<file path="src/rtl/iob_axi2axil_burst_if.sv">
// Bus bundle for the AXI4 burst to AXI4-Lite converter.
// "slave" is the converter's view; "master" is the surrounding system's view.
interface iob_axi2axil_burst_if #(
  parameter int ADDR_W = 32,
  parameter int DATA_W = 32,
  parameter int ID_W   = 1,
  parameter int LEN_W  = 8
);
  // AXI4 upstream
  logic [ID_W-1:0]     s_axi_awid;
  logic [ADDR_W-1:0]   s_axi_awaddr;
  logic [LEN_W-1:0]    s_axi_awlen;
  logic [2:0]          s_axi_awsize;
  logic [1:0]          s_axi_awburst;
  logic                s_axi_awvalid;
  logic                s_axi_awready;
  logic [DATA_W-1:0]   s_axi_wdata;
  logic [DATA_W/8-1:0] s_axi_wstrb;
  logic                s_axi_wlast;
  logic                s_axi_wvalid;
  logic                s_axi_wready;
  logic [ID_W-1:0]     s_axi_bid;
  logic [1:0]          s_axi_bresp;
  logic                s_axi_bvalid;
  logic                s_axi_bready;
  logic [ID_W-1:0]     s_axi_arid;
  logic [ADDR_W-1:0]   s_axi_araddr;
  logic [LEN_W-1:0]    s_axi_arlen;
  logic [2:0]          s_axi_arsize;
  logic [1:0]          s_axi_arburst;
  logic                s_axi_arvalid;
  logic                s_axi_arready;
  logic [ID_W-1:0]     s_axi_rid;
  logic [DATA_W-1:0]   s_axi_rdata;
  logic [1:0]          s_axi_rresp;
  logic                s_axi_rlast;
  logic                s_axi_rvalid;
  logic                s_axi_rready;
  // AXI4-Lite downstream
  logic [ADDR_W-1:0]   m_axil_awaddr;
  logic [2:0]          m_axil_awprot;
  logic                m_axil_awvalid;
  logic                m_axil_awready;
  logic [DATA_W-1:0]   m_axil_wdata;
  logic [DATA_W/8-1:0] m_axil_wstrb;
  logic                m_axil_wvalid;
  logic                m_axil_wready;
  logic [1:0]          m_axil_bresp;
  logic                m_axil_bvalid;
  logic                m_axil_bready;
  logic [ADDR_W-1:0]   m_axil_araddr;
  logic [2:0]          m_axil_arprot;
  logic                m_axil_arvalid;
  logic                m_axil_arready;
  logic [DATA_W-1:0]   m_axil_rdata;
  logic [1:0]          m_axil_rresp;
  logic                m_axil_rvalid;
  logic                m_axil_rready;

  modport slave (
    input  s_axi_awid, s_axi_awaddr, s_axi_awlen, s_axi_awsize, s_axi_awburst, s_axi_awvalid,
    output s_axi_awready,
    input  s_axi_wdata, s_axi_wstrb, s_axi_wlast, s_axi_wvalid,
    output s_axi_wready,
    output s_axi_bid, s_axi_bresp, s_axi_bvalid,
    input  s_axi_bready,
    input  s_axi_arid, s_axi_araddr, s_axi_arlen, s_axi_arsize, s_axi_arburst, s_axi_arvalid,
    output s_axi_arready,
    output s_axi_rid, s_axi_rdata, s_axi_rresp, s_axi_rlast, s_axi_rvalid,
    input  s_axi_rready,
    output m_axil_awaddr, m_axil_awprot, m_axil_awvalid,
    input  m_axil_awready,
    output m_axil_wdata, m_axil_wstrb, m_axil_wvalid,
    input  m_axil_wready,
    input  m_axil_bresp, m_axil_bvalid,
    output m_axil_bready,
    output m_axil_araddr, m_axil_arprot, m_axil_arvalid,
    input  m_axil_arready,
    input  m_axil_rdata, m_axil_rresp, m_axil_rvalid,
    output m_axil_rready
  );

  modport master (
    output s_axi_awid, s_axi_awaddr, s_axi_awlen, s_axi_awsize, s_axi_awburst, s_axi_awvalid,
    input  s_axi_awready,
    output s_axi_wdata, s_axi_wstrb, s_axi_wlast, s_axi_wvalid,
    input  s_axi_wready,
    input  s_axi_bid, s_axi_bresp, s_axi_bvalid,
    output s_axi_bready,
    output s_axi_arid, s_axi_araddr, s_axi_arlen, s_axi_arsize, s_axi_arburst, s_axi_arvalid,
    input  s_axi_arready,
    input  s_axi_rid, s_axi_rdata, s_axi_rresp, s_axi_rlast, s_axi_rvalid,
    output s_axi_rready,
    input  m_axil_awaddr, m_axil_awprot, m_axil_awvalid,
    output m_axil_awready,
    input  m_axil_wdata, m_axil_wstrb, m_axil_wvalid,
    output m_axil_wready,
    output m_axil_bresp, m_axil_bvalid,
    input  m_axil_bready,
    input  m_axil_araddr, m_axil_arprot, m_axil_arvalid,
    output m_axil_arready,
    output m_axil_rdata, m_axil_rresp, m_axil_rvalid,
    input  m_axil_rready
  );
endinterface

</file>
<file path="src/rtl/iob_axi2axil_burst.sv">
// AXI4 burst -> single-beat AXI4-Lite converter. One burst in flight, one
// AXI-Lite transfer outstanding; every output comes straight from a flop.
module iob_axi2axil_burst #(
  parameter int ADDR_W = 32,
  parameter int DATA_W = 32,
  parameter int ID_W   = 1,
  parameter int LEN_W  = 8
) (
  input logic                clk_i,
  input logic                rst_n_i,
  iob_axi2axil_burst_if.slave bus
);
  typedef enum logic [2:0] {IDLE, RD_REQ, RD_WAIT, RD_RESP, WR_DATA, WR_REQ, WR_WAIT, WR_RESP} state_t;
  localparam logic [1:0] SLVERR = 2'b10;

  state_t              state_q, state_d;
  logic [ID_W-1:0]     id_q;
  logic [ADDR_W-1:0]   addr_q, addr_nx, step, wmask;
  logic [LEN_W-1:0]    len_q, cnt_q;
  logic [2:0]          size_q;
  logic [1:0]          burst_q, acc_q, acc_mrg;
  logic                prio_wr_q, arready_q, awready_q;
  logic                arvalid_q, rready_q, rvalid_q, rlast_q;
  logic                wready_q, awvalid_q, wvalid_q, bready_q, bvalid_q;
  logic [DATA_W-1:0]   rdata_q, wdata_q;
  logic [DATA_W/8-1:0] wstrb_q;
  logic [1:0]          rresp_q, bresp_q;
  logic                last, rsv, rd_go, wr_go, pick_rd, pick_wr;

  function automatic logic [1:0] rmax(input logic [1:0] a, input logic [1:0] b);
    return (a > b) ? a : b;
  endfunction

  assign last    = (cnt_q == len_q);
  assign rsv     = (burst_q == 2'b11);
  assign rd_go   = arready_q && bus.s_axi_arvalid;
  assign wr_go   = awready_q && bus.s_axi_awvalid;
  assign pick_rd = bus.s_axi_arvalid && (!bus.s_axi_awvalid || !prio_wr_q);
  assign pick_wr = bus.s_axi_awvalid && !pick_rd;
  assign acc_mrg = rmax(acc_q, bus.m_axil_bresp);
  assign step    = ADDR_W'(1) << size_q;
  assign wmask   = ((ADDR_W'(len_q) + ADDR_W'(1)) << size_q) - ADDR_W'(1);

  // next beat address: FIXED holds, WRAP folds inside the aligned window, INCR/reserved step
  always_comb begin
    addr_nx = addr_q + step;
    if (burst_q == 2'b00)      addr_nx = addr_q;
    else if (burst_q == 2'b10) addr_nx = (addr_q & ~wmask) | ((addr_q + step) & wmask);
  end

  // next-state logic; a burst ends on the beat counter, never on wlast
  always_comb begin
    state_d = state_q;
    case (state_q)
      IDLE:    if (rd_go) state_d = RD_REQ; else if (wr_go) state_d = WR_DATA;
      RD_REQ:  if (bus.m_axil_arready) state_d = RD_WAIT;
      RD_WAIT: if (bus.m_axil_rvalid) state_d = RD_RESP;
      RD_RESP: if (bus.s_axi_rready) state_d = last ? IDLE : RD_REQ;
      WR_DATA: if (bus.s_axi_wvalid) state_d = WR_REQ;
      WR_REQ:  if ((!awvalid_q || bus.m_axil_awready) && (!wvalid_q || bus.m_axil_wready))
                 state_d = WR_WAIT;
      WR_WAIT: if (bus.m_axil_bvalid) state_d = last ? WR_RESP : WR_DATA;
      WR_RESP: if (bus.s_axi_bready) state_d = IDLE;
      default: state_d = IDLE;
    endcase
  end

  // state register
  always_ff @(posedge clk_i) begin
    if (!rst_n_i) state_q <= IDLE;
    else          state_q <= state_d;
  end

  // registered outputs and burst context; handshake strobes follow the next state
  always_ff @(posedge clk_i) begin
    if (!rst_n_i) begin
      id_q <= '0; addr_q <= '0; len_q <= '0; cnt_q <= '0; size_q <= '0; burst_q <= '0;
      acc_q <= '0; prio_wr_q <= 1'b0; arready_q <= 1'b0; awready_q <= 1'b0;
      arvalid_q <= 1'b0; rready_q <= 1'b0; rvalid_q <= 1'b0; rlast_q <= 1'b0;
      wready_q <= 1'b0; awvalid_q <= 1'b0; wvalid_q <= 1'b0; bready_q <= 1'b0; bvalid_q <= 1'b0;
      rdata_q <= '0; rresp_q <= '0; wdata_q <= '0; wstrb_q <= '0; bresp_q <= '0;
    end else begin
      // grant one address channel for a single cycle; it is dropped again after acceptance
      arready_q <= 1'b0;
      awready_q <= 1'b0;
      if (state_q == IDLE && !arready_q && !awready_q) begin
        arready_q <= pick_rd;
        awready_q <= pick_wr;
      end
      if (rd_go) begin
        id_q <= bus.s_axi_arid; addr_q <= bus.s_axi_araddr; len_q <= bus.s_axi_arlen;
        size_q <= bus.s_axi_arsize; burst_q <= bus.s_axi_arburst;
        cnt_q <= '0; acc_q <= '0; prio_wr_q <= 1'b0;
      end
      if (wr_go) begin
        id_q <= bus.s_axi_awid; addr_q <= bus.s_axi_awaddr; len_q <= bus.s_axi_awlen;
        size_q <= bus.s_axi_awsize; burst_q <= bus.s_axi_awburst;
        cnt_q <= '0; acc_q <= '0; prio_wr_q <= 1'b1;
      end
      arvalid_q <= (state_d == RD_REQ);
      rready_q  <= (state_d == RD_WAIT);
      rvalid_q  <= (state_d == RD_RESP);
      rlast_q   <= (state_d == RD_RESP) && last;
      wready_q  <= (state_d == WR_DATA);
      bready_q  <= (state_d == WR_WAIT);
      bvalid_q  <= (state_d == WR_RESP);
      if (state_q == RD_WAIT && bus.m_axil_rvalid) begin
        rdata_q <= bus.m_axil_rdata;
        rresp_q <= rsv ? SLVERR : bus.m_axil_rresp;
      end
      if (state_q == RD_RESP && bus.s_axi_rready && !last) begin
        cnt_q  <= cnt_q + LEN_W'(1);
        addr_q <= addr_nx;
      end
      if (state_q == WR_DATA && bus.s_axi_wvalid) begin
        wdata_q <= bus.s_axi_wdata;
        wstrb_q <= bus.s_axi_wstrb;
        if (bus.s_axi_wlast != last) acc_q <= rmax(acc_q, SLVERR);
      end
      // aw and w leave independently, each on its own ready
      if (state_q == WR_DATA && state_d == WR_REQ) begin
        awvalid_q <= 1'b1;
        wvalid_q  <= 1'b1;
      end else if (state_q == WR_REQ) begin
        if (bus.m_axil_awready) awvalid_q <= 1'b0;
        if (bus.m_axil_wready)  wvalid_q  <= 1'b0;
      end
      if (state_q == WR_WAIT && bus.m_axil_bvalid) begin
        acc_q <= acc_mrg;
        if (last) bresp_q <= rsv ? SLVERR : acc_mrg;
        else begin
          cnt_q  <= cnt_q + LEN_W'(1);
          addr_q <= addr_nx;
        end
      end
    end
  end

  assign bus.s_axi_awready  = awready_q;
  assign bus.s_axi_wready   = wready_q;
  assign bus.s_axi_bid      = id_q;
  assign bus.s_axi_bresp    = bresp_q;
  assign bus.s_axi_bvalid   = bvalid_q;
  assign bus.s_axi_arready  = arready_q;
  assign bus.s_axi_rid      = id_q;
  assign bus.s_axi_rdata    = rdata_q;
  assign bus.s_axi_rresp    = rresp_q;
  assign bus.s_axi_rlast    = rlast_q;
  assign bus.s_axi_rvalid   = rvalid_q;
  assign bus.m_axil_awaddr  = addr_q;
  assign bus.m_axil_awprot  = 3'b000;
  assign bus.m_axil_awvalid = awvalid_q;
  assign bus.m_axil_wdata   = wdata_q;
  assign bus.m_axil_wstrb   = wstrb_q;
  assign bus.m_axil_wvalid  = wvalid_q;
  assign bus.m_axil_bready  = bready_q;
  assign bus.m_axil_araddr  = addr_q;
  assign bus.m_axil_arprot  = 3'b000;
  assign bus.m_axil_arvalid = arvalid_q;
  assign bus.m_axil_rready  = rready_q;
endmodule

</file>
<file path="src/flat_wrapper.sv">
// flat-port wrapper written by rule: the top's interface ports become plain ports
module iob_axi2axil_burst_flat 
#(
  parameter int ADDR_W = 32,
  parameter int DATA_W = 32,
  parameter int ID_W   = 1,
  parameter int LEN_W  = 8
)
  (clk_i, rst_n_i, bus_s_axi_awid, bus_s_axi_awaddr, bus_s_axi_awlen, bus_s_axi_awsize, bus_s_axi_awburst, bus_s_axi_awvalid, bus_s_axi_awready, bus_s_axi_wdata, bus_s_axi_wstrb, bus_s_axi_wlast, bus_s_axi_wvalid, bus_s_axi_wready, bus_s_axi_bid, bus_s_axi_bresp, bus_s_axi_bvalid, bus_s_axi_bready, bus_s_axi_arid, bus_s_axi_araddr, bus_s_axi_arlen, bus_s_axi_arsize, bus_s_axi_arburst, bus_s_axi_arvalid, bus_s_axi_arready, bus_s_axi_rid, bus_s_axi_rdata, bus_s_axi_rresp, bus_s_axi_rlast, bus_s_axi_rvalid, bus_s_axi_rready, bus_m_axil_awaddr, bus_m_axil_awprot, bus_m_axil_awvalid, bus_m_axil_awready, bus_m_axil_wdata, bus_m_axil_wstrb, bus_m_axil_wvalid, bus_m_axil_wready, bus_m_axil_bresp, bus_m_axil_bvalid, bus_m_axil_bready, bus_m_axil_araddr, bus_m_axil_arprot, bus_m_axil_arvalid, bus_m_axil_arready, bus_m_axil_rdata, bus_m_axil_rresp, bus_m_axil_rvalid, bus_m_axil_rready);
  iob_axi2axil_burst_if #(.ADDR_W(ADDR_W), .DATA_W(DATA_W), .ID_W(ID_W), .LEN_W(LEN_W)) bus_i ();
  input logic clk_i;
  input logic rst_n_i;
  input wire logic [$bits(bus_i.s_axi_awid)-1:0] bus_s_axi_awid;
  input wire logic [$bits(bus_i.s_axi_awaddr)-1:0] bus_s_axi_awaddr;
  input wire logic [$bits(bus_i.s_axi_awlen)-1:0] bus_s_axi_awlen;
  input wire logic [$bits(bus_i.s_axi_awsize)-1:0] bus_s_axi_awsize;
  input wire logic [$bits(bus_i.s_axi_awburst)-1:0] bus_s_axi_awburst;
  input wire logic [$bits(bus_i.s_axi_awvalid)-1:0] bus_s_axi_awvalid;
  output wire logic [$bits(bus_i.s_axi_awready)-1:0] bus_s_axi_awready;
  input wire logic [$bits(bus_i.s_axi_wdata)-1:0] bus_s_axi_wdata;
  input wire logic [$bits(bus_i.s_axi_wstrb)-1:0] bus_s_axi_wstrb;
  input wire logic [$bits(bus_i.s_axi_wlast)-1:0] bus_s_axi_wlast;
  input wire logic [$bits(bus_i.s_axi_wvalid)-1:0] bus_s_axi_wvalid;
  output wire logic [$bits(bus_i.s_axi_wready)-1:0] bus_s_axi_wready;
  output wire logic [$bits(bus_i.s_axi_bid)-1:0] bus_s_axi_bid;
  output wire logic [$bits(bus_i.s_axi_bresp)-1:0] bus_s_axi_bresp;
  output wire logic [$bits(bus_i.s_axi_bvalid)-1:0] bus_s_axi_bvalid;
  input wire logic [$bits(bus_i.s_axi_bready)-1:0] bus_s_axi_bready;
  input wire logic [$bits(bus_i.s_axi_arid)-1:0] bus_s_axi_arid;
  input wire logic [$bits(bus_i.s_axi_araddr)-1:0] bus_s_axi_araddr;
  input wire logic [$bits(bus_i.s_axi_arlen)-1:0] bus_s_axi_arlen;
  input wire logic [$bits(bus_i.s_axi_arsize)-1:0] bus_s_axi_arsize;
  input wire logic [$bits(bus_i.s_axi_arburst)-1:0] bus_s_axi_arburst;
  input wire logic [$bits(bus_i.s_axi_arvalid)-1:0] bus_s_axi_arvalid;
  output wire logic [$bits(bus_i.s_axi_arready)-1:0] bus_s_axi_arready;
  output wire logic [$bits(bus_i.s_axi_rid)-1:0] bus_s_axi_rid;
  output wire logic [$bits(bus_i.s_axi_rdata)-1:0] bus_s_axi_rdata;
  output wire logic [$bits(bus_i.s_axi_rresp)-1:0] bus_s_axi_rresp;
  output wire logic [$bits(bus_i.s_axi_rlast)-1:0] bus_s_axi_rlast;
  output wire logic [$bits(bus_i.s_axi_rvalid)-1:0] bus_s_axi_rvalid;
  input wire logic [$bits(bus_i.s_axi_rready)-1:0] bus_s_axi_rready;
  output wire logic [$bits(bus_i.m_axil_awaddr)-1:0] bus_m_axil_awaddr;
  output wire logic [$bits(bus_i.m_axil_awprot)-1:0] bus_m_axil_awprot;
  output wire logic [$bits(bus_i.m_axil_awvalid)-1:0] bus_m_axil_awvalid;
  input wire logic [$bits(bus_i.m_axil_awready)-1:0] bus_m_axil_awready;
  output wire logic [$bits(bus_i.m_axil_wdata)-1:0] bus_m_axil_wdata;
  output wire logic [$bits(bus_i.m_axil_wstrb)-1:0] bus_m_axil_wstrb;
  output wire logic [$bits(bus_i.m_axil_wvalid)-1:0] bus_m_axil_wvalid;
  input wire logic [$bits(bus_i.m_axil_wready)-1:0] bus_m_axil_wready;
  input wire logic [$bits(bus_i.m_axil_bresp)-1:0] bus_m_axil_bresp;
  input wire logic [$bits(bus_i.m_axil_bvalid)-1:0] bus_m_axil_bvalid;
  output wire logic [$bits(bus_i.m_axil_bready)-1:0] bus_m_axil_bready;
  output wire logic [$bits(bus_i.m_axil_araddr)-1:0] bus_m_axil_araddr;
  output wire logic [$bits(bus_i.m_axil_arprot)-1:0] bus_m_axil_arprot;
  output wire logic [$bits(bus_i.m_axil_arvalid)-1:0] bus_m_axil_arvalid;
  input wire logic [$bits(bus_i.m_axil_arready)-1:0] bus_m_axil_arready;
  input wire logic [$bits(bus_i.m_axil_rdata)-1:0] bus_m_axil_rdata;
  input wire logic [$bits(bus_i.m_axil_rresp)-1:0] bus_m_axil_rresp;
  input wire logic [$bits(bus_i.m_axil_rvalid)-1:0] bus_m_axil_rvalid;
  output wire logic [$bits(bus_i.m_axil_rready)-1:0] bus_m_axil_rready;
  assign bus_i.s_axi_awid = bus_s_axi_awid;
  assign bus_i.s_axi_awaddr = bus_s_axi_awaddr;
  assign bus_i.s_axi_awlen = bus_s_axi_awlen;
  assign bus_i.s_axi_awsize = bus_s_axi_awsize;
  assign bus_i.s_axi_awburst = bus_s_axi_awburst;
  assign bus_i.s_axi_awvalid = bus_s_axi_awvalid;
  assign bus_s_axi_awready = bus_i.s_axi_awready;
  assign bus_i.s_axi_wdata = bus_s_axi_wdata;
  assign bus_i.s_axi_wstrb = bus_s_axi_wstrb;
  assign bus_i.s_axi_wlast = bus_s_axi_wlast;
  assign bus_i.s_axi_wvalid = bus_s_axi_wvalid;
  assign bus_s_axi_wready = bus_i.s_axi_wready;
  assign bus_s_axi_bid = bus_i.s_axi_bid;
  assign bus_s_axi_bresp = bus_i.s_axi_bresp;
  assign bus_s_axi_bvalid = bus_i.s_axi_bvalid;
  assign bus_i.s_axi_bready = bus_s_axi_bready;
  assign bus_i.s_axi_arid = bus_s_axi_arid;
  assign bus_i.s_axi_araddr = bus_s_axi_araddr;
  assign bus_i.s_axi_arlen = bus_s_axi_arlen;
  assign bus_i.s_axi_arsize = bus_s_axi_arsize;
  assign bus_i.s_axi_arburst = bus_s_axi_arburst;
  assign bus_i.s_axi_arvalid = bus_s_axi_arvalid;
  assign bus_s_axi_arready = bus_i.s_axi_arready;
  assign bus_s_axi_rid = bus_i.s_axi_rid;
  assign bus_s_axi_rdata = bus_i.s_axi_rdata;
  assign bus_s_axi_rresp = bus_i.s_axi_rresp;
  assign bus_s_axi_rlast = bus_i.s_axi_rlast;
  assign bus_s_axi_rvalid = bus_i.s_axi_rvalid;
  assign bus_i.s_axi_rready = bus_s_axi_rready;
  assign bus_m_axil_awaddr = bus_i.m_axil_awaddr;
  assign bus_m_axil_awprot = bus_i.m_axil_awprot;
  assign bus_m_axil_awvalid = bus_i.m_axil_awvalid;
  assign bus_i.m_axil_awready = bus_m_axil_awready;
  assign bus_m_axil_wdata = bus_i.m_axil_wdata;
  assign bus_m_axil_wstrb = bus_i.m_axil_wstrb;
  assign bus_m_axil_wvalid = bus_i.m_axil_wvalid;
  assign bus_i.m_axil_wready = bus_m_axil_wready;
  assign bus_i.m_axil_bresp = bus_m_axil_bresp;
  assign bus_i.m_axil_bvalid = bus_m_axil_bvalid;
  assign bus_m_axil_bready = bus_i.m_axil_bready;
  assign bus_m_axil_araddr = bus_i.m_axil_araddr;
  assign bus_m_axil_arprot = bus_i.m_axil_arprot;
  assign bus_m_axil_arvalid = bus_i.m_axil_arvalid;
  assign bus_i.m_axil_arready = bus_m_axil_arready;
  assign bus_i.m_axil_rdata = bus_m_axil_rdata;
  assign bus_i.m_axil_rresp = bus_m_axil_rresp;
  assign bus_i.m_axil_rvalid = bus_m_axil_rvalid;
  assign bus_m_axil_rready = bus_i.m_axil_rready;
  iob_axi2axil_burst #(.ADDR_W(ADDR_W), .DATA_W(DATA_W), .ID_W(ID_W), .LEN_W(LEN_W)) u_core (.clk_i(clk_i), .rst_n_i(rst_n_i), .bus(bus_i));
endmodule
</file>
<file path="config.mk">
export PLATFORM = sky130hd
export DESIGN_NAME = iob_axi2axil_burst_flat
export DESIGN_NICKNAME = d
export VERILOG_FILES = /design/src/rtl/iob_axi2axil_burst_if.sv /design/src/rtl/iob_axi2axil_burst.sv /design/src/flat_wrapper.sv
export SDC_FILE = /design/constraint.sdc
export NUM_CORES = 1
export LEC_CHECK = 0
export BUFFER_PORTS_ARGS = -buffer_cell sky130_fd_sc_hd__buf_2
export CAP_MARGIN = 30
export CORE_UTILIZATION = 30
export CTS_CLUSTER_SIZE = 40
export DETAILED_ROUTE_END_ITERATION = 10
export HOLD_SLACK_MARGIN = 0.12
export SLEW_MARGIN = 20
export SYNTH_ARGS = -nofsm -noshare
export SYNTH_HDL_FRONTEND = slang
export SYNTH_SLANG_ARGS = --single-unit
</file>
<file path="constraint.sdc">
create_clock -name clk_i -period 3.25 [get_ports clk_i]
set_input_delay 0.65 -clock clk_i [delete_from_list [all_inputs] [get_ports clk_i]]
set_output_delay 0.65 -clock clk_i [all_outputs]
set_load 0.01 [all_outputs]
</file>
# Word level (Yosys, flattened, before mapping)
# Index checks and enable logic that the tools add are counted.
# W data, S select, Z words.
[word_totals]
out_inout_bits = 155
input_bits = 177
ff_bits = 143
[classes]
reduce_logical = 35
shift = 2
eq_ne = 19
n_mux = 49
n_lt_le_gt_ge = 2
bitwise = 4
addsub = 4
[op_table]
columns = ["op", "n"]
rows = [
  ["$mux W32", 7],
  ["$and A32 B32 Y32", 2],
  ["$mux W8", 7],
  ["$mux W3", 11],
  ["$add A32 B32 Y32", 1],
  ["$not A32 Y32", 1],
  ["$or A32 B32 Y32", 1],
  ["$shl A1 B3 Y32 const A", 1],
  ["$shl A32 B3 Y32", 1],
  ["$sub A32 B1 Y32 const B", 1],
  ["$eq A3 B3 Y1 const B", 8],
  ["$mux W2", 12],
  ["$pmux W3 S8", 1],
  ["$logic_and A1 B1 Y1", 14],
  ["$eq A3 B2 Y1 const B", 4],
  ["$mux W1", 11],
  ["$add A8 B1 Y9 const B", 1],
  ["$add A8 B1 Y8 const B", 1],
  ["$eq A8 B8 Y1", 1],
  ["$logic_not A1 Y1", 8],
  ["$reduce_and A2 Y1", 4],
  ["$reduce_bool A2 Y1", 4],
  ["$eq A3 B1 Y1 const B", 2],
  ["$eq A2 B2 Y1 const B", 2],
  ["7 further kinds", 9],
]

# Logic depth before layout (Yosys ltp)
# Gate-level depths: netlist (run 1).
[logic_depth]
ltp_word = 11
depth_mapped = 17
ltp_nobuf = 15

# Worst setup path before layout (run 1)
# Ideal clock, no wire load.
[synth_timing]
path_type = "flip-flop to flip-flop"
startpoint = "register u_core.size_q[0]"
endpoint = "register u_core.addr_q[16], in the netlist u_core.bus.m_axil_araddr[16]"
t_required_ns = 3.159
arrival_ns = 3.109
stages_incl_launch_ff = 16
path_slack_ns = 0.050
cell_sequence = "dfxtp_1 > buf_6 > buf_4 > buf_4 > nor3_1 > ha_1 > inv_1 > fa_1 > nor2b_1 > o21ai_0 > a21oi_1 > o41a_1 > nand2b_1 > clkbuf_1 > or4_1 > a311oi_1"
[synth_via]
elab_chain_len = 10
elab_cells_between_ends = 13
classes_between = "add/sub (2); shift (2); mux (5); bitwise (4)"
[synth_rtl]
columns = ["element", "line_no", "source"]
rows = [
  ["start: declaration", "iob_axi2axil_burst.sv:20", "logic [2:0] size_q;"],
  ["start signal: assignment", "iob_axi2axil_burst.sv:92", "size_q <= bus.s_axi_arsize; burst_q <= bus.s_axi_arburst;"],
  ["start signal: assignment", "iob_axi2axil_burst.sv:97", "size_q <= bus.s_axi_awsize; burst_q <= bus.s_axi_awburst;"],
  ["$shl A32 B3 Y32", "iob_axi2axil_burst.sv:42", "assign wmask = ((ADDR_W'(len_q) + ADDR_W'(1)) << size_q) - ADDR_W'(1);"],
  ["$sub A32 B1 Y32", "iob_axi2axil_burst.sv:42", ""],
  ["$not A32 Y32", "iob_axi2axil_burst.sv:48", "else if (burst_q == 2'b10) addr_nx = (addr_q & ~wmask) | ((addr_q + step) & wmask);"],
  ["$and A32 B32 Y32", "iob_axi2axil_burst.sv:48", ""],
  ["$or A32 B32 Y32", "iob_axi2axil_burst.sv:48", ""],
  ["$mux W32 *", "iob_axi2axil_burst.sv:48", ""],
  ["$mux W32 *", "iob_axi2axil_burst.sv:47", "if (burst_q == 2'b00) addr_nx = addr_q;"],
  ["$mux W32", "iob_axi2axil_burst.sv:111", "if (state_q == RD_RESP && bus.s_axi_rready && !last) begin"],
  ["$mux W32", "iob_axi2axil_burst.sv:130", "if (last) bresp_q <= rsv ? SLVERR : acc_mrg;"],
  ["$mux W32 *", "iob_axi2axil_burst.sv:128", "if (state_q == WR_WAIT && bus.m_axil_bvalid) begin"],
  ["end signal: assignment", "iob_axi2axil_burst.sv:91", "id_q <= bus.s_axi_arid; addr_q <= bus.s_axi_araddr; len_q <= bus.s_axi_arlen;"],
  ["end signal: assignment", "iob_axi2axil_burst.sv:113", "addr_q <= addr_nx;"],
  ["end signal: assignment", "iob_axi2axil_burst.sv:133", "addr_q <= addr_nx;"],
  ["end: declaration", "iob_axi2axil_burst.sv:18", "logic [ADDR_W-1:0] addr_q, addr_nx, step, wmask;"],
]
# Mark *: on every way between the ends. The rest lies on a longest branch, timed or not.
# A chain may end at the register's enable or synchronous reset.

# Final worst setup path (run 1)
[layout_timing]
startpoint = "register u_core.size_q[0]"
endpoint = "register u_core.addr_q[31], in the netlist u_core.bus.m_axil_araddr[31]"
# Same word-level chain as after synthesis.

==> results.py, run 1 <==
metrics = {
    "floorplan": {
        "core_area_um2": 28800,
        "initial_core_util_pct": 30.5,
        "rows": 62,
        "fp.dieH_um": 173,
        "die_area_um2": 30000,
        "ioPinCount": 332,
        "die_x_um": 173,
    },
    "cts": {
        "cts_tree": "done",
        "cts-root-buf": "clkbuf_16",
        "cts_sinks": 143,
        "htree_levels": 4,
        "insertion_delay_ns": 0.43,
        "cts-buffers-inserted": 17,
        "cts_hold_buffers": 0,
        "cts_max_path_buffers": 2,
        "path_clk_slew_ns": 0.08,
    },
    "timing": {
        "period_share_pct": 96.3,
        "clock-skew-final_ns": 0.0163,
        "rsz0062_at_grt": "true",
        "hold-worst-slack_ns": 0.447,
        "setup_viol": 0,
        "period_needed_ns": 3.13,
        "worst_slew_pin_slew_ns": 0.800,
        "slew_headroom_pct": 46.6,
        "hold_viol_final": 0,
        "max_freq_ghz": 0.320,
        "slew_viol_final": 0,
        "setup_ws_ns": 0.121,
    },
    "setup_path": {
        "max_stage_delay_ns": 0.36,
        "path_class": "reg2reg",
        "required_ns": 3.55,
        "slowest_stage": "dfxtp_2",
        "crit_chain": "buf_12, mux2i_4, o221ai_2, o221a_4, nor4_4, and3_4, nand4_1, nor3_2, ha_2, o21ai_2, nor4_2, nand2_1, xnor2_1, a21oi_1, nor2_1",
        "reg2regPathDepth": 15,
        "cp-start-kind": "flop",
        "cp.arrival_ns": 3.43,
        "end_kind": "flop",
        "crit_fanout": 9,
    },
    "synth": {
        "ys_top_cells_by_area": "dfxtp_1, nand2_1, a21oi_1, nor2_1, buf_4",
        "ys_top_cells_by_count": "nand2_1, dfxtp_1, a21oi_1, nor2_1, clkbuf_1",
        "synthArstFlopShare_pct": 0,
        "yosysMostFrequentCell": "nand2_1",
        "synth_seq_cells": 143,
        "syn_inst": 1224,
        "synth_top_area_share_pct": 32.6,
        "ys_seq_area_share_pct": 32.6,
        "synth_area_um2": 8780,
        "synth_cell_types": 78,
        "yosysWarnings": 0,
        "synthFlopType": "dfxtp_1",
        "synth_top_area_cell": "dfxtp_1",
        "synth.avg_cell_area_um2": 7.17,
        "synth_edf_count": 0,
    },
    "layout": {
        "fin_nets": 1736,
        "regArea_um2": 2880,
        "stdcell_count": 1942,
        "design_area_um2": 11900,
        "final_util_pct": 41.4,
        "n_fill_cell": 3044,
        "drive_gt1_share_pct": 33.2,
        "multi_input_area_um2": 5430,
        "syn_to_final_growth_pct": 35.6,
    },
    "grt": {
        "grt.total_usage_pct": 20.3,
        "grt_first_pass_wirelength_um": 48700,
        "overflow": 0,
        "grt_start_max_net_pins": 75,
        "antenna_found_initial": 2,
        "grt_pass1_vias": 9020,
    },
    "pwr": {
        "power_leakage_nw": 5.24,
        "peakVddDrop_v": 0.000311,
        "power_density_nw_per_um2": 549,
    },
    "placement": {
        "dp.cells": 1893,
        "pre_cts_slack_ns": -0.138,
        "place.gp.congestion": 0.928,
        "placed_area_um2": 10900,
        "dp_hpwl_um": 23400,
        "numPortBuffers": 325,
    },
    "routing": {
        "vias_per_cell": 5.08,
        "drc": 0,
        "ant_nets": 0,
        "wl_per_cell_um": 16.2,
        "first_pass_iters": 5,
        "vias": 9874,
        "drt_wl_total_um": 31500,
        "drt_iter0_drc": 614,
    },
    "hold_path": {
        "hold_class": "in2reg",
        "hold_depth": 3,
    },
    "run": {
        "drv_cap": 0,
    },
    "status": {
        "status": "completed",
    },
}
## cell usage in the layout (no fill, tap or decap), drive strengths merged, types with 10 or more instances in the layout
cell type	Yosys	layout
inv	19	24
nand4	15	15
a31oi	29	29
buf	61	422
a311oi	17	17
xor2	19	19
dfxtp	143	143
and2	12	12
nand2	274	274
clkbuf	66	17
o31ai	10	10
nor3	21	21
a211oi	15	15
a21oi	114	114
xnor2	11	11
o211ai	17	17
nand3	46	46
ha	15	15
o21ai	52	52
nand2b	17	17
nor2	106	106
and3	12	12
clkinv	1	11
## cells by family after synthesis
logic type,after synthesis,share of synthesized area [%]
and+or+nand+nor,555,28.7
AOI/OAI and AO/OA,321,23.5
buffers and inverters,147,8.49
DFF,143,32.6
xor gates and xnor gates,30,2.99
adders and majority gates,16,2.37
muxes,11,1.30
other,1,0.0427
## through the flow
stage          setup TNS [ns]  total power, mW
6_report                    0             6.54
5_1_grt                -0.367             6.94
4_1_cts                     0             6.46
3_5_place_dp           -0.918             4.39
3_3_place_gp           -0.183             4.39
2_1_floorplan               0             3.59
## power by group
part / leakage [nW] / internal (mW) / switching [mW]
logic: 3.78 / 0.999 / 1.31
clock network: 0.298 / 1.05 / 0.969
registers: 1.16 / 1.96 / 0.260
## worst max-delay path, delay by kind of cell (launching register included)
family                   cells  cell delay, ns
multiplexers                 1            0.23
XOR/XNOR                     1            0.14
adder cells (fa/ha/maj)      1            0.20
buffers and inverters        1            0.13
AND/OR/NAND/NOR              7            1.36
flip-flops                   1            0.36
AO/OA/AOI/OAI                4            0.59
## sequential cells by signal, summed over array words and instances (netlist names), 2 cells and up
| name | flops |
|---|---|
| u_core.state_q | 3 |
| u_core.bus.m_axil_wstrb | 4 |
| u_core.bus.s_axi_rresp | 2 |
| u_core.size_q | 3 |
| u_core.bus.m_axil_wdata | 32 |
| u_core.len_q | 8 |
| u_core.bus.s_axi_rdata | 32 |
| u_core.acc_q | 2 |
| u_core.burst_q | 2 |
| u_core.bus.m_axil_araddr | 32 |
| u_core.bus.s_axi_bresp | 2 |
| u_core.cnt_q | 8 |
## what timing repair did
item	CTS	global route
setup endpoints to repair	16	23
gates resized for setup	7	55
setup buffers	0	15
gates cloned	0	0
pin swaps	0	19
## worst paths after layout
check                             startpoint                           end  slack, ns
hold reg to reg   u_core.bus.s_axi_rdata[25]    u_core.bus.s_axi_rdata[25]       0.45
setup / recovery            u_core.size_q[0]  u_core.bus.m_axil_araddr[31]       0.12
setup reg to reg            u_core.size_q[0]  u_core.bus.m_axil_araddr[31]       0.12
hold / removal          bus_m_axil_rdata[24]    u_core.bus.s_axi_rdata[24]       0.45
## metal layers
| layer | global-route usage [%] | up-vias | wire length (µm) |
|---|---|---|---|
| li1 | - | 4913 | - |
| met1 | 26.4 | 4548 | 14400 |
| met2 | 33.0 | 364 | 14700 |
| met3 | 4.40 | 47 | 1870 |
| met4 | 6.97 | 2 | 566 |
| met5 | 0 | - | 13 |
## cell type report
cell class / instances / share of cell area (%)
clock inverter: 15 / 1.61
multi-input combinational: 939 / 45.6
tap: 384 / 4.03
sequential: 143 / 24.2
antenna: 2 / 0.0420
timing repair buffer: 422 / 20.3
inverter: 20 / 0.641
clock buffer: 17 / 3.57
(Power assumes the default switching activity.)
==> run 2, diff against run 1 <==
Settings changed: BUFFER_PORTS_ARGS -buffer_cell sky130_fd_sc_hd__buf_2 to default, CTS_CLUSTER_DIAMETER from default to 150, DONT_BUFFER_PORTS from default to 1, RECOVER_POWER from default to 100.
==> run 2 against run 1 <==
Against the previous run: clock skew increased by 0.0022 ns; routed wire length decreased by 3.9%; the flow now finishes with violations (max-capacitance violations, max-slew violations); non-clock buffer count decreased by 321; critical endpoint is now u_core.bus.m_axil_araddr[15]; via count decreased by 11%; flip-flop and latch count unchanged.
==> results.py, run 2 (synthesized netlist as in run 1, its figures left out) <==
metrics = {
    "status": {
        "status": "finished with violations",
        "violations": "max-capacitance violations, max-slew violations",
    },
    "cts": {
        "cts-root-buf": "clkbuf_16",
        "path_clk_slew_ns": 0.08,
        "cts-buffers-inserted": 17,
        "htree_levels": 4,
        "cts_sinks": 143,
        "cts_max_path_buffers": 2,
        "insertion_delay_ns": 0.44,
        "cts_tree": "done",
    },
    "timing": {
        "slew_headroom_pct": -6.41,
        "hold_viol_final": 0,
        "worst_slew_pin_slew_ns": 1.60,
        "max_freq_ghz": 0.320,
        "slew_viol_final": 39,
        "period_needed_ns": 3.12,
        "period_share_pct": 96.0,
        "setup_tns_ns": 0,
        "setup_ws_ns": 0.129,
        "clock-skew-final_ns": 0.0184,
        "hold-worst-slack_ns": 0.328,
        "setup_viol": 0,
    },
    "pwr": {
        "power_leakage_nw": 3.68,
        "clkPwrFrac_pct": 33.3,
        "intPower_mw": 3.78,
        "share_comb_of_total_power_pct": 29.4,
        "pwr-share-seq_pct": 37.2,
        "power_switching_share_pct": 39.8,
        "power_density_nw_per_um2": 616,
        "peakVddDrop_v": 0.000265,
        "switching_power_mw": 2.50,
    },
    "floorplan": {
        "ioPinCount": 332,
        "initial_core_util_pct": 30.5,
        "core_area_um2": 28800,
        "fp.dieH_um": 173,
        "die_area_um2": 30000,
        "rows": 62,
        "die_x_um": 173,
    },
    "grt": {
        "use_met2_pct": 32.0,
        "grt_first_pass_wirelength_um": 46900,
        "grt.total_usage_pct": 19.7,
        "grt_busiest_layer": "met2",
        "overflow": 0,
        "use_met3_pct": 4.53,
        "grt_pass1_vias": 8278,
        "grt_start_max_net_pins": 75,
        "use_met1_pct": 25.6,
        "antenna_found_initial": 0,
    },
    "setup_path": {
        "crit_fanout": 6,
        "timing.rr.start": "u_core.len_q[1]",
        "rrSetupSlack_ns": 0.13,
        "path_class": "reg2reg",
        "cp-start-kind": "flop",
        "worstReg2RegEnd": "u_core.bus.m_axil_araddr[15]",
        "reg2regPathDepth": 16,
        "required_ns": 3.57,
        "end_kind": "flop",
        "cp.arrival_ns": 3.44,
    },
    "placement": {
        "numPortBuffers": 0,
        "pre_cts_slack_ns": -0.0112,
        "placed_area_um2": 9320,
        "place.gp.congestion": 0.898,
        "dp_hpwl_um": 22600,
    },
    "hold_path": {
        "holdCritStartpoint": "bus_s_axi_awvalid",
        "hold_class": "in2reg",
        "hold_path_end": "u_core.bus.s_axi_arready",
        "hold_depth": 1,
    },
    "routing": {
        "drt_wl_total_um": 30300,
        "drc": 0,
        "wl_per_cell_um": 18.7,
        "vias_per_cell": 5.41,
        "ant_nets": 0,
        "vias": 8760,
        "first_pass_iters": 5,
        "drt_iter0_drc": 609,
    },
    "layout": {
        "design_area_um2": 10200,
        "n_fill_cell": 3100,
        "final_util_pct": 35.4,
        "layout_commonest_cell": "nand2_1",
        "drive_gt1_share_pct": 14.2,
        "syn_to_final_growth_pct": 16.0,
        "layout_common_cells": "nand2_1, dfxtp_1, a21oi_1, nor2_1, buf_4",
        "fin_nets": 1415,
        "n_antenna_cell": 0,
    },
    "run": {
        "drv_cap": 1,
    },
}
-- run 2: power groups by stage --
stage	combinational (mW)	sequential, mW	clock, mW
after detailed placement	1.76	2.36	0
after global routing	2.06	2.37	2.21
after CTS	1.77	2.33	2.14
final	1.85	2.34	2.09
after global placement	1.74	2.36	0
after floorplan	1.36	2.23	0
-- run 2: worst max path at each step --
stage / to / startpoint / slack (ns)
finish: u_core.bus.m_axil_araddr[15] / u_core.len_q[1] / 0.13
global route: u_core.bus.m_axil_araddr[31] / u_core.len_q[1] / -0.07
CTS: u_core.bus.m_axil_araddr[31] / u_core.size_q[1] / 0.04
detailed placement: u_core.bus.m_axil_araddr[30] / u_core.len_q[2] / -0.01
global placement: u_core.bus.m_axil_araddr[30] / u_core.len_q[2] / 0.009
floorplan: u_core.bus.m_axil_araddr[16] / u_core.size_q[0] / 0.05
-- run 2: layer usage --
metal	part of all wire [%]	vias to the layer above
li1	-	4279
met1	45	4120
met2	46	319
met3	6.4	42
met4	2.3	0
met5	0	-
-- run 2: what timing repair did --
item                       4_1_cts  5_1_grt
resized for setup                1       59
setup endpoints to repair        6       22
cloned                           0        1
hold buffers                     0        0
pin swaps                        0       30
setup buffers                    0        8
-- run 2: area by class of cell --
cell class / instances / area [µm²] / share of cell area, %
clock buffers: 17 / 425 / 4.18
multi-input cells: 939 / 5390 / 53.0
inverters: 20 / 76.3 / 0.749
well taps: 384 / 480 / 4.72
repair buffers: 101 / 724 / 7.11
flip-flops and latches: 143 / 2880 / 28.3
clock inverters: 15 / 204 / 2.00
-- run 2: stage by stage --
stage                     power (mW)  std cells
final                           6.28       1619
after detailed placement        4.13       1577
after CTS                       6.24       1609
after global routing            6.64       1619
after floorplan                 3.59       1229
after global placement          4.11       1577
-- run 2: worst max-delay path: stages (launching register included) --
cell and delay, ns:
dfxtp_2 0.34, ha_4 0.19, buf_6 0.12, mux2i_1 0.12, nand3_1 0.16, a31o_4 0.29
nor4_4 0.25, and3_4 0.23, nand4_1 0.17, nor3_2 0.22, ha_2 0.28, inv_1 0.05
o21ai_0 0.06, nor3_1 0.21, xor2_1 0.09, a21oi_1 0.15, nor2_1 0.05
